==> config.mk <==
export PLATFORM = sky130hd
export DESIGN_NAME = simple_st0_mem_ctrl_flat
export DESIGN_NICKNAME = d
export VERILOG_FILES = /design/src/rtl/simple_st0_mem_ctrl_pkg.sv /design/src/rtl/simple_st0_mem_ctrl_if.sv /design/src/rtl/simple_st0_mem_ctrl_pipe.sv /design/src/rtl/simple_st0_mem_ctrl.sv /design/src/flat_wrapper.sv
export SDC_FILE = /design/constraint.sdc
export NUM_CORES = 1
export LEC_CHECK = 0
export ABC_AREA = 1
export BUFFER_PORTS_ARGS = -buffer_cell sky130_fd_sc_hd__buf_2
export CORE_ASPECT_RATIO = 0.6
export CORE_MARGIN = 2
export CORE_UTILIZATION = 45
export DETAILED_ROUTE_END_ITERATION = 6
export GPL_TIMING_DRIVEN = 0
export PLACE_DENSITY = 0.7
export SLEW_MARGIN = 20
export SYNTH_ARGS = -nofsm -noshare
export SYNTH_HDL_FRONTEND = slang
export SYNTH_HIERARCHICAL = 1
export SYNTH_SLANG_ARGS = --single-unit
export TNS_END_PERCENT = 50
==> constraint.sdc <==
create_clock -name clk -period 3.9 [get_ports clk]
set_input_delay 0.195 -clock clk [delete_from_list [all_inputs] [get_ports clk]]
set_output_delay 0.195 -clock clk [all_outputs]
set_load 0.02 [all_outputs]
==> src/rtl/simple_st0_mem_ctrl_pkg.sv <==
// Shared definitions for the stage-0 memory-bank sequencer: selector codes,
// FSM states, default address widths and the packed memory-port layouts.
package simple_st0_mem_ctrl_pkg;

   localparam int DATA_AW_DEF = 6;
   localparam int TAP_AW_DEF  = 4;
   localparam int BIAS_AW_DEF = 4;

   localparam int DATA_W = 32;
   localparam int TAP_W  = 192;
   localparam int BIAS_W = 32;

   typedef enum logic [1:0] {
      SEL_DATA = 2'd0,
      SEL_TAP  = 2'd1,
      SEL_BIAS = 2'd2,
      SEL_RSVD = 2'd3
   } mem_sel_e;

   typedef enum logic [1:0] {
      ST_IDLE = 2'd0,
      ST_RUN  = 2'd1,
      ST_BIAS = 2'd2
   } state_e;

   // Port layouts the surrounding top level uses to pack the per-memory lines.
   typedef struct packed {
      logic [DATA_W-1:0]      wr_data;
      logic [DATA_AW_DEF-1:0] addr;
      logic                   rd_en;
      logic                   wr_en;
   } data_int_32_6_t;

   typedef struct packed {
      logic [TAP_W-1:0]      wr_data;
      logic [TAP_AW_DEF-1:0] addr;
      logic                  rd_en;
      logic                  wr_en;
   } tap_int_192_4_t;

   typedef struct packed {
      logic [BIAS_W-1:0]      wr_data;
      logic [BIAS_AW_DEF-1:0] addr;
      logic                   rd_en;
      logic                   wr_en;
   } bias_int_32_4_t;

endpackage

==> src/rtl/simple_st0_mem_ctrl_if.sv <==
// Control/handshake bundle between the host side and the memory sequencer.
// master = host/stimulus side, slave = the sequencer.
interface simple_st0_mem_ctrl_if
   import simple_st0_mem_ctrl_pkg::*;
#(
   parameter int DATA_AW = DATA_AW_DEF,
   parameter int TAP_AW  = TAP_AW_DEF,
   parameter int BIAS_AW = BIAS_AW_DEF
);
   logic               start;
   logic               abort;
   logic [DATA_AW-1:0] cfg_len;
   logic [BIAS_AW-1:0] cfg_outputs;
   logic               host_wr_valid;
   logic [1:0]         host_wr_sel;
   logic [DATA_AW-1:0] host_wr_addr;
   logic               host_wr_ready;

   logic [DATA_AW-1:0] data_addr;
   logic               data_rd_en;
   logic               data_wr_en;
   logic [TAP_AW-1:0]  tap_addr;
   logic               tap_rd_en;
   logic               tap_wr_en;
   logic [BIAS_AW-1:0] bias_addr;
   logic               bias_rd_en;
   logic               bias_wr_en;

   logic               mac_valid;
   logic               mac_first;
   logic               mac_last;
   logic               bias_valid;
   logic               busy;
   logic               done;

   modport master (
      output start, abort, cfg_len, cfg_outputs,
      output host_wr_valid, host_wr_sel, host_wr_addr,
      input  host_wr_ready,
      input  data_addr, data_rd_en, data_wr_en,
      input  tap_addr, tap_rd_en, tap_wr_en,
      input  bias_addr, bias_rd_en, bias_wr_en,
      input  mac_valid, mac_first, mac_last, bias_valid, busy, done
   );

   modport slave (
      input  start, abort, cfg_len, cfg_outputs,
      input  host_wr_valid, host_wr_sel, host_wr_addr,
      output host_wr_ready,
      output data_addr, data_rd_en, data_wr_en,
      output tap_addr, tap_rd_en, tap_wr_en,
      output bias_addr, bias_rd_en, bias_wr_en,
      output mac_valid, mac_first, mac_last, bias_valid, busy, done
   );

endinterface

==> src/rtl/simple_st0_mem_ctrl_pipe.sv <==
// One-cycle strobe alignment register: delays the read enables to line up
// with memory read data, and drops everything in flight on a flush.
module simple_st0_mem_ctrl_pipe (
   input  logic clk,
   input  logic reset,
   input  logic flush_i,
   input  logic mac_rd_i,
   input  logic first_rd_i,
   input  logic last_rd_i,
   input  logic bias_rd_i,
   input  logic final_i,
   output logic mac_valid_o,
   output logic mac_first_o,
   output logic mac_last_o,
   output logic bias_valid_o,
   output logic done_o
);

   typedef struct packed {
      logic mac_valid;
      logic mac_first;
      logic mac_last;
      logic bias_valid;
      logic done;
   } strobe_t;

   strobe_t strobe_q;
   strobe_t strobe_d;

   always_comb begin
      strobe_d = '0;
      if (!flush_i) begin
         strobe_d.mac_valid  = mac_rd_i;
         strobe_d.mac_first  = mac_rd_i & first_rd_i;
         strobe_d.mac_last   = mac_rd_i & last_rd_i;
         strobe_d.bias_valid = bias_rd_i;
         strobe_d.done       = bias_rd_i & final_i;
      end
   end

   always_ff @(posedge clk or negedge reset) begin
      if (!reset) begin
         strobe_q <= '0;
      end else begin
         strobe_q <= strobe_d;
      end
   end

   assign mac_valid_o  = strobe_q.mac_valid;
   assign mac_first_o  = strobe_q.mac_first;
   assign mac_last_o   = strobe_q.mac_last;
   assign bias_valid_o = strobe_q.bias_valid;
   assign done_o       = strobe_q.done;

endmodule

==> src/rtl/simple_st0_mem_ctrl.sv <==
// Stage-0 tap/bias/data memory sequencer: host writes while idle, then walks
// data+tap per neuron followed by its bias. Optional SIMPLE_ST0_MEM_CTRL_PERF_EN adds run_cycles.
module simple_st0_mem_ctrl
   import simple_st0_mem_ctrl_pkg::*;
#(
   parameter int DATA_AW = DATA_AW_DEF,
   parameter int TAP_AW  = TAP_AW_DEF,
   parameter int BIAS_AW = BIAS_AW_DEF
) (
   input  logic clk,
   input  logic reset,
   simple_st0_mem_ctrl_if.slave bus
`ifdef SIMPLE_ST0_MEM_CTRL_PERF_EN
   ,
   output logic [15:0] run_cycles
`endif
);

   state_e             state_q, state_d;
   logic [DATA_AW-1:0] in_cnt_q, in_cnt_d;
   logic [DATA_AW-1:0] len_q, len_d;
   logic [BIAS_AW-1:0] out_cnt_q, out_cnt_d;
   logic [BIAS_AW-1:0] outputs_q, outputs_d;
   logic [TAP_AW-1:0]  tap_ptr_q, tap_ptr_d;
   logic               live_q;

   logic               mac_rd;
   logic               first_rd;
   logic               last_rd;
   logic               bias_rd;
   logic               final_bias;
   logic               flush;
   logic               done_w;
   logic               idle_accept;
   logic               run_start;

   // live_q keeps host-facing outputs low until the first clock after reset
   // release; done_w holds them off for the done cycle, which still counts as busy.
   assign idle_accept = live_q & ~done_w;
   assign run_start   = (state_q == ST_IDLE) & idle_accept & bus.start;

   always_comb begin
      state_d        = state_q;
      in_cnt_d       = in_cnt_q;
      len_d          = len_q;
      out_cnt_d      = out_cnt_q;
      outputs_d      = outputs_q;
      tap_ptr_d      = tap_ptr_q;
      mac_rd         = 1'b0;
      first_rd       = 1'b0;
      last_rd        = 1'b0;
      bias_rd        = 1'b0;
      final_bias     = 1'b0;
      flush          = 1'b0;
      bus.host_wr_ready = 1'b0;
      bus.data_addr  = '0;
      bus.data_rd_en = 1'b0;
      bus.data_wr_en = 1'b0;
      bus.tap_addr   = '0;
      bus.tap_rd_en  = 1'b0;
      bus.tap_wr_en  = 1'b0;
      bus.bias_addr  = '0;
      bus.bias_rd_en = 1'b0;
      bus.bias_wr_en = 1'b0;

      case (state_q)
         ST_IDLE: begin
            bus.host_wr_ready = idle_accept;
            if (idle_accept && bus.host_wr_valid) begin
               case (mem_sel_e'(bus.host_wr_sel))
                  SEL_DATA: begin
                     bus.data_wr_en = 1'b1;
                     bus.data_addr  = bus.host_wr_addr;
                  end
                  SEL_TAP: begin
                     bus.tap_wr_en = 1'b1;
                     bus.tap_addr  = bus.host_wr_addr[TAP_AW-1:0];
                  end
                  SEL_BIAS: begin
                     bus.bias_wr_en = 1'b1;
                     bus.bias_addr  = bus.host_wr_addr[BIAS_AW-1:0];
                  end
                  default: ;
               endcase
            end
            if (run_start) begin
               len_d     = bus.cfg_len;
               outputs_d = bus.cfg_outputs;
               in_cnt_d  = '0;
               out_cnt_d = '0;
               tap_ptr_d = '0;
               state_d   = ST_RUN;
            end
         end

         ST_RUN: begin
            bus.data_rd_en = 1'b1;
            bus.tap_rd_en  = 1'b1;
            bus.data_addr  = in_cnt_q;
            bus.tap_addr   = tap_ptr_q;
            mac_rd         = 1'b1;
            first_rd       = (in_cnt_q == '0);
            last_rd        = (in_cnt_q == len_q);
            tap_ptr_d      = tap_ptr_q + 1'b1;
            if (last_rd) begin
               in_cnt_d = '0;
               state_d  = ST_BIAS;
            end else begin
               in_cnt_d = in_cnt_q + 1'b1;
            end
            if (bus.abort) begin
               flush   = 1'b1;
               state_d = ST_IDLE;
            end
         end

         ST_BIAS: begin
            bus.bias_rd_en = 1'b1;
            bus.bias_addr  = out_cnt_q;
            bias_rd        = 1'b1;
            if (out_cnt_q == outputs_q) begin
               final_bias = 1'b1;
               state_d    = ST_IDLE;
            end else begin
               out_cnt_d = out_cnt_q + 1'b1;
               state_d   = ST_RUN;
            end
            if (bus.abort) begin
               flush   = 1'b1;
               state_d = ST_IDLE;
            end
         end

         default: state_d = ST_IDLE;
      endcase
   end

   always_ff @(posedge clk or negedge reset) begin
      if (!reset) begin
         state_q   <= ST_IDLE;
         in_cnt_q  <= '0;
         len_q     <= '0;
         out_cnt_q <= '0;
         outputs_q <= '0;
         tap_ptr_q <= '0;
         live_q    <= 1'b0;
      end else begin
         state_q   <= state_d;
         in_cnt_q  <= in_cnt_d;
         len_q     <= len_d;
         out_cnt_q <= out_cnt_d;
         outputs_q <= outputs_d;
         tap_ptr_q <= tap_ptr_d;
         live_q    <= 1'b1;
      end
   end

   simple_st0_mem_ctrl_pipe u_pipe (
      .clk          (clk),
      .reset        (reset),
      .flush_i      (flush),
      .mac_rd_i     (mac_rd),
      .first_rd_i   (first_rd),
      .last_rd_i    (last_rd),
      .bias_rd_i    (bias_rd),
      .final_i      (final_bias),
      .mac_valid_o  (bus.mac_valid),
      .mac_first_o  (bus.mac_first),
      .mac_last_o   (bus.mac_last),
      .bias_valid_o (bus.bias_valid),
      .done_o       (done_w)
   );

   assign bus.done = done_w;
   assign bus.busy = (state_q != ST_IDLE) | done_w;

`ifdef SIMPLE_ST0_MEM_CTRL_PERF_EN
   logic [15:0] run_cycles_q, run_cycles_d;

   always_comb begin
      run_cycles_d = run_cycles_q;
      if (run_start) begin
         run_cycles_d = '0;
      end else if (bus.busy && (run_cycles_q != 16'hFFFF)) begin
         run_cycles_d = run_cycles_q + 16'd1;
      end
   end

   always_ff @(posedge clk or negedge reset) begin
      if (!reset) begin
         run_cycles_q <= '0;
      end else begin
         run_cycles_q <= run_cycles_d;
      end
   end

   assign run_cycles = run_cycles_q;
`endif

endmodule
==> src/flat_wrapper.sv <==
// flat-port wrapper written by rule: the top's interface ports become plain ports
module simple_st0_mem_ctrl_flat import simple_st0_mem_ctrl_pkg::*;
#(
   parameter int DATA_AW = DATA_AW_DEF,
   parameter int TAP_AW  = TAP_AW_DEF,
   parameter int BIAS_AW = BIAS_AW_DEF
)
  (clk, reset, bus_start, bus_abort, bus_cfg_len, bus_cfg_outputs, bus_host_wr_valid, bus_host_wr_sel, bus_host_wr_addr, bus_host_wr_ready, bus_data_addr, bus_data_rd_en, bus_data_wr_en, bus_tap_addr, bus_tap_rd_en, bus_tap_wr_en, bus_bias_addr, bus_bias_rd_en, bus_bias_wr_en, bus_mac_valid, bus_mac_first, bus_mac_last, bus_bias_valid, bus_busy, bus_done);
  simple_st0_mem_ctrl_if #(.DATA_AW(DATA_AW), .TAP_AW(TAP_AW), .BIAS_AW(BIAS_AW)) bus_i ();
  input  logic clk;
  input  logic reset;
  input wire logic [$bits(bus_i.start)-1:0] bus_start;
  input wire logic [$bits(bus_i.abort)-1:0] bus_abort;
  input wire logic [$bits(bus_i.cfg_len)-1:0] bus_cfg_len;
  input wire logic [$bits(bus_i.cfg_outputs)-1:0] bus_cfg_outputs;
  input wire logic [$bits(bus_i.host_wr_valid)-1:0] bus_host_wr_valid;
  input wire logic [$bits(bus_i.host_wr_sel)-1:0] bus_host_wr_sel;
  input wire logic [$bits(bus_i.host_wr_addr)-1:0] bus_host_wr_addr;
  output wire logic [$bits(bus_i.host_wr_ready)-1:0] bus_host_wr_ready;
  output wire logic [$bits(bus_i.data_addr)-1:0] bus_data_addr;
  output wire logic [$bits(bus_i.data_rd_en)-1:0] bus_data_rd_en;
  output wire logic [$bits(bus_i.data_wr_en)-1:0] bus_data_wr_en;
  output wire logic [$bits(bus_i.tap_addr)-1:0] bus_tap_addr;
  output wire logic [$bits(bus_i.tap_rd_en)-1:0] bus_tap_rd_en;
  output wire logic [$bits(bus_i.tap_wr_en)-1:0] bus_tap_wr_en;
  output wire logic [$bits(bus_i.bias_addr)-1:0] bus_bias_addr;
  output wire logic [$bits(bus_i.bias_rd_en)-1:0] bus_bias_rd_en;
  output wire logic [$bits(bus_i.bias_wr_en)-1:0] bus_bias_wr_en;
  output wire logic [$bits(bus_i.mac_valid)-1:0] bus_mac_valid;
  output wire logic [$bits(bus_i.mac_first)-1:0] bus_mac_first;
  output wire logic [$bits(bus_i.mac_last)-1:0] bus_mac_last;
  output wire logic [$bits(bus_i.bias_valid)-1:0] bus_bias_valid;
  output wire logic [$bits(bus_i.busy)-1:0] bus_busy;
  output wire logic [$bits(bus_i.done)-1:0] bus_done;
  assign bus_i.start = bus_start;
  assign bus_i.abort = bus_abort;
  assign bus_i.cfg_len = bus_cfg_len;
  assign bus_i.cfg_outputs = bus_cfg_outputs;
  assign bus_i.host_wr_valid = bus_host_wr_valid;
  assign bus_i.host_wr_sel = bus_host_wr_sel;
  assign bus_i.host_wr_addr = bus_host_wr_addr;
  assign bus_host_wr_ready = bus_i.host_wr_ready;
  assign bus_data_addr = bus_i.data_addr;
  assign bus_data_rd_en = bus_i.data_rd_en;
  assign bus_data_wr_en = bus_i.data_wr_en;
  assign bus_tap_addr = bus_i.tap_addr;
  assign bus_tap_rd_en = bus_i.tap_rd_en;
  assign bus_tap_wr_en = bus_i.tap_wr_en;
  assign bus_bias_addr = bus_i.bias_addr;
  assign bus_bias_rd_en = bus_i.bias_rd_en;
  assign bus_bias_wr_en = bus_i.bias_wr_en;
  assign bus_mac_valid = bus_i.mac_valid;
  assign bus_mac_first = bus_i.mac_first;
  assign bus_mac_last = bus_i.mac_last;
  assign bus_bias_valid = bus_i.bias_valid;
  assign bus_busy = bus_i.busy;
  assign bus_done = bus_i.done;
  simple_st0_mem_ctrl #(.DATA_AW(DATA_AW), .TAP_AW(TAP_AW), .BIAS_AW(BIAS_AW)) u_core (.clk(clk), .reset(reset), .bus(bus_i));
endmodule
==> results of run 1 <==
metrics by stage:
| stage | util | cells | hold slack, ns |
|---|---|---|---|
| 3_5_place_dp | 0.546 | 363 | 0.302 |
| 4_1_cts | 0.568 | 371 | 0.00198 |
| 6_report | 0.568 | 371 | -0.0299 |
| 5_1_grt | 0.568 | 371 | 0.0377 |
| 3_3_place_gp | 0.546 | 363 | 0.288 |
| 2_1_floorplan | - | 254 | -0.101 |
per-layer routing:
layer	up-vias	track usage
li1	918	-
met4	0	0.0410
met5	-	0
met1	816	0.319
met3	5	0.0513
met2	56	0.302
worst paths after layout:
| check | startpoint | cells past startpoint | slack (ns) | to |
|---|---|---|---|---|
| setup / recovery | u_core/state_q[1]$_DFFE_PN0P_ | 7 | 1.63 | bus_data_addr[0] |
| hold / removal | reset | 1 | -0.03 | u_core/tap_ptr_q[2]$_DFFE_PN0P_ |
| setup reg to reg | u_core/state_q[1]$_DFFE_PN0P_ | 8 | 2.16 | u_core/u_pipe/mac_last_o$_DFF_PN0_ |
| hold reg to reg | u_core/len_q[0]$_DFFE_PN0P_ | 2 | 0.50 | u_core/len_q[0]$_DFFE_PN0P_ |
| max in group asynchronous | reset | 1 | 3.46 | u_core/len_q[3]$_DFFE_PN0P_ |
| min in group clk | bus_cfg_len[1] | 3 | 0.13 | u_core/len_q[1]$_DFFE_PN0P_ |
state kept, by name, indices dropped and copies added (netlist names):
name,cells
u_core/out_cnt_q,4
u_core/u_pipe/mac_valid_o,1
u_core/len_q,6
u_core/outputs_q,4
u_core/live_q,1
u_core/u_pipe/mac_last_o,1
u_core/u_pipe/mac_first_o,1
u_core/in_cnt_q,6
u_core/tap_ptr_q,4
u_core/state_q,2
u_core/u_pipe/bias_valid_o,1
u_core/u_pipe/done_o,1
cells by family (layout without fill, tap and decap cells):
kind of cell	after synthesis	after routing	synth area share
AND/OR/NAND/NOR	112	112	0.258
buffers and inverters	52	109	0.112
AO/OA/AOI/OAI	44	44	0.131
flip-flops	32	32	0.421
adder cells (fa/ha/maj)	8	8	0.0526
XOR/XNOR	5	5	0.0230
other	1	1	0.00197
synthesized netlist by cell type:
library cell  count  area (um^2)
nor2_2            2         12.5
inv_2             2         7.51
o21ai_0          13         65.1
nand3_2           3         30.0
conb_1            1         3.75
xor2_1            5         43.8
o31ai_1           1         7.51
nand3_1           9         45.0
nand2_1          69          259
inv_1            45          169
buf_4             3         22.5
o21ai_1           8         40.0
a21oi_1           5         25.0
nor2_1           15         56.3
ha_1              8          100
nand4_1           7         43.8
a21oi_2           1         8.76
nand2_4           1         11.3
dfrtp_1          32          801
o21ai_2           1         8.76
nand2_2           3         18.8
buf_6             1         11.3
clkbuf_1          1         3.75
o22ai_1          14         87.6
nor3_1            3         15.0
a21boi_0          1         7.51
cell type report:
cell class	instances	area, um^2	share of cell area
repair buffers	49	245	0.106
well taps	60	75.1	0.0324
inverters	47	176	0.0762
clock buffers	8	90.1	0.0389
flip-flops and latches	32	801	0.346
multi-input cells	170	890	0.384
plain buffers	5	37.5	0.0162
power groups by stage:
stage | Combinational, mW | Sequential [mW] | Clock, mW
2_1_floorplan | 0.598 | 0.509 | 0
3_3_place_gp | 0.798 | 0.509 | 0
3_5_place_dp | 0.814 | 0.513 | 0
4_1_cts | 0.817 | 0.507 | 0.264
5_1_grt | 0.916 | 0.519 | 0.282
6_report | 0.818 | 0.507 | 0.257
critical path: cells and delay by family, from the launching register on:
| kind | cells | cell delay, ns |
|---|---|---|
| compound gates | 1 | 0.24 |
| flops | 1 | 0.40 |
| fa+ha+maj | 1 | 0.32 |
| buf+inv | 5 | 0.84 |
==> metrics.csv, run 1 <==
metric;value;unit
clk_lat worst skew;0.28;ns
Worst Setup Start Kind;flop;
Sw Pwr;724;uW
drt total wl;4.59;mm
post-route setup TNS;0;ns
DR top layer;met4;
CP dominant cell by count;inv_1;
Syn Inst Count;254;
CP Data Required Time;3.70;ns
Num CTS Buffers;5;
post-synthesis area per instance;7.50;um^2
crit share post-route;0.582;
commonest cells after routing, fill and taps aside;69 x nand2_1, 49 x buf_2, 45 x inv_1;
post-cts gate resize count;0;
met1 wire length;2.41;mm
Mapped Area;0.00190;mm^2
FF+latch count, synth;32;
final critical-path required period;2.27;ns
switch share;0.457;
Worst setup EP type;output pin;
Clock Tree Buf Depth;2;
post-route cell area;0.00231;mm^2
violated checks;negative hold slack;
total global-route track usage;0.210;
Fillers;392;
IO buf count;49;
maximum VDD drop;0.338;mV
worst setup margin;1.63;ns
area of the core;0.00408;mm^2
Yosys cell types;26;
global-route wire length before repair;7.42;mm
worst path arrival time;2.07;ns
Max Transition Viols Final;0;
CP max-delay cell;dfrtp_1;
post-synthesis sequential area ratio;0.420;
CP Max Fanout;10;
wire per inst;12.4;um
Syn-to-layout area delta;21.6;%
Post-CTS Setup Repair Bufs;0;
initial antenna violation count;0;
DR WL met3;363;um
unrepaired setup endpoints after global routing;false;
Final Power;1.58;mW
Slew @ Worst Pin;0.721;ns
Starting Density;0.467;
clk root buf;clkbuf_8;
LEAKAGE;1.29;nW
Max-cap violations;0;
largest net degree at the start of global routing;33;
H-Tree Depth;2;
# IOs;50;
Detailed Place HPWL;3.58;mm
status;complete, but fails checks;
internal power;859;uW
warning count from the yosys run;6;
syn_nets;285;
Overflow after GRT;0;
Clock Pin Slew Worst Setup and Hold Paths;0.07;ns
layout cells sized above 1;0.232;
power share of the clock group;0.162;
n_diodes;0;
nets;341;
GPL Wtd Cong;0.889;
CTS tree;yes;
DR iter-0 viols;115;
Via Count;1795;
Finish-stage setup viols;0;
row cnt;18;
post-placement cell area;0.00222;mm^2
Hold WS;-0.0299;ns
Hold Violations, Final;32;
Sink Count;32;
Crit path largest cell delay;0.40;ns
die width;88.0;um
DR pass1 iterations;4;
DRC;0;
crit path kind;reg -> out;
combinational share of power;0.517;
relative slew slack;0.520;
CP Cell Sequence;inv_1, ha_1, buf_4, inv_1, clkbuf_1, o22ai_1, buf_2;
Via-to-Cell Ratio;4.84;
Final Skew;0.00692;ns
die area;0.00479;mm^2
DIE HEIGHT;54.4;um
Post-Place Worst Slack;1.94;ns
Reg power frac;0.321;
met2 routed WL;1.78;mm
vias in the first global route;1573;
CTS Hold Bufs;0;
commonest non-fill, non-tap cell in the layout;nand2_1;
Hold Crit Class;in -> async;
post-route ant nets;0;
FMAX;441;MHz
P per Cell Area;684;mW/mm^2
No activity file was read; power rests on OpenSTA's default activity.
==> inputs of run 2 (changes only) <==
Clock period 3.9 ns to 2.1 ns, I/O delays scaled along.
==> run 2 against run 1 <==
  * The flow now finishes without violations
  * Sequential share of layout area is 0.13 points lower
  * Count of clock-buffer cells in the layout is the same
  * Register-to-register slack worse by 1.9 ns
  * Via count shrank 0.84%
  * Core utilization grew 0.21 points
  * Routed wire length is 0.70% higher
  * Combinational power rose by 86%
  * Power increased by 86%
  * First-iteration DRC count increased by 17%
==> metrics.csv, run 2 (same netlist as run 1, synthesis figures left out) <==
metric;value;unit
crit path kind;reg -> out;
layout cells sized above 1;0.235;
total global-route track usage;0.210;
worst path arrival time;1.89;ns
die area;0.00479;mm^2
Hold Violations, Final;0;
GPL Wtd Cong;0.889;
Sink Count;32;
status;complete, no violations;
P per Cell Area;1270;mW/mm^2
DIE HEIGHT;54.4;um
Clock Tree Buf Depth;2;
IO buf count;49;
Syn-to-layout area delta;22.0;%
Post-CTS Setup Repair Bufs;0;
Worst Setup Start Kind;flop;
DRC;0;
final critical-path required period;1.99;ns
Worst Reg-to-Reg Cells;8;
Max Transition Viols Final;0;
global-route wire length before repair;7.45;mm
clk_lat worst skew;0.27;ns
worst hold path cell count;3;
post-route ant nets;0;
maximum VDD drop;0.636;mV
area of the core;0.00408;mm^2
Final Skew;0.00638;ns
Via-to-Cell Ratio;4.80;
FMAX;502;MHz
Hold Startpoint;bus_cfg_len[1];
CTS tree;yes;
commonest cells after routing, fill and taps aside;69 x nand2_1, 49 x buf_2, 45 x inv_1;
Fillers;390;
FF-to-FF Start;u_core/state_q[1]$_DFFE_PN0P_;
die width;88.0;um
# IOs;50;
nets;341;
largest registers;u_core/in_cnt_q: 6 flops, u_core/len_q: 6 flops;
R2R setup slack;0.28;ns
CP Max Fanout;12;
Util after Layout;0.570;
clk root buf;clkbuf_8;
Slew @ Worst Pin;0.730;ns
H-Tree Depth;2;
DR pass1 iterations;4;
vias in the first global route;1579;
n_diodes;0;
LEAKAGE;1.30;nW
worst hold endpoint;u_core/len_q[1]$_DFFE_PN0P_;
drt total wl;4.62;mm
relative slew slack;0.513;
Hold Crit Class;in -> reg;
Overflow after GRT;0;
wire per inst;12.5;um
commonest non-fill, non-tap cell in the layout;nand2_1;
DR iter-0 viols;135;
unrepaired setup endpoints after global routing;true;
Starting Density;0.467;
crit share post-route;0.949;
initial antenna violation count;0;
row cnt;18;
Clock Pin Slew Worst Setup and Hold Paths;0.06;ns
Via Count;1780;
largest net degree at the start of global routing;33;
Final Power;2.94;mW
Num CTS Buffers;5;
Worst setup EP type;output pin;
Finish-stage setup viols;0;
Worst R2R End;u_core/state_q[0]$_DFFE_PN0P_;
Max-cap violations;0;
CP Data Required Time;2.00;ns
Detailed Place HPWL;3.58;mm
[run 2: cell count changes in the layout (fill, tap and decap cells not counted)]
cell | previous run | this run
dlygate4sd3_1 | 0 | 1
ha_2 | 0 | 1
clkbuf_1 | 3 | 2
ha_1 | 8 | 7
[run 2: power breakdown]
part	total [mW]	switching, mW	internal, mW
combinational	1.52	1.00	0.517
sequential	0.944	0.133	0.812
clock	0.478	0.211	0.267
[run 2: per-stage QoR]
step	TNS (ns)	setup slack, ns	area (um^2)	hold slack, ns	std cells
floorplan	0	0.188	1900	-0.191	254
global placement	0	0.241	2220	0.198	363
detailed placement	0	0.229	2220	0.212	363
finish	0	0.107	2320	0.0384	371
CTS	0	0.118	2320	0.0290	371
global route	-0.0150	-0.00748	2320	0.0371	371
[run 2: how the worst max path moves through the flow]
stage / startpoint / endpoint / slack, ns / depth (start not counted)
detailed placement: u_core/state_q[1]$_DFFE_PN0P_ / bus_data_addr[0] / 0.23 / 7
floorplan: u_core/state_q[1]$_DFFE_PN0P_ / bus_data_addr[4] / 0.19 / 6
global placement: u_core/state_q[1]$_DFFE_PN0P_ / bus_tap_addr[3] / 0.24 / 7
global route: u_core/state_q[1]$_DFFE_PN0P_ / bus_data_addr[2] / -0.007 / 6
finish: u_core/state_q[1]$_DFFE_PN0P_ / bus_data_addr[0] / 0.11 / 6
CTS: u_core/state_q[1]$_DFFE_PN0P_ / bus_data_addr[0] / 0.12 / 6
[run 2: area by class of cell]
cell class	count	area, um^2	area share
buffer	4	33.8	0.0145
clock buffer	8	90.1	0.0388
inverter	47	176	0.0759
multi-input combinational	170	892	0.384
sequential	32	801	0.345
tap	60	75.1	0.0323
timing repair buffer	50	255	0.110
[run 2: layer usage]
layer  wire, um  part of all wire  up-vias  track usage
li1           -                 -      915            -
met1       2440              0.53      803        0.320
met2       1800              0.39       58        0.303
met3        343             0.074        4       0.0513
met4         38            0.0082        0       0.0410
met5          0                 0        -            0
[run 2: critical path, stage by stage, from the launching register on]
cell	delay (ns)
dfrtp_1	0.40
inv_1	0.12
ha_2	0.27
buf_4	0.20
inv_1	0.18
o22ai_1	0.24
buf_2	0.20
[run 2: repair_timing]
| action | in CTS | in global routing |
|---|---|---|
| gates cloned | 0 | 0 |
| pin swaps | 0 | 0 |
| endpoints found under the setup margin | 9 | 3 |
| endpoints found under the hold margin | 32 | 0 |
| hold buffers | 1 | 0 |
| gates resized for setup | 1 | 0 |
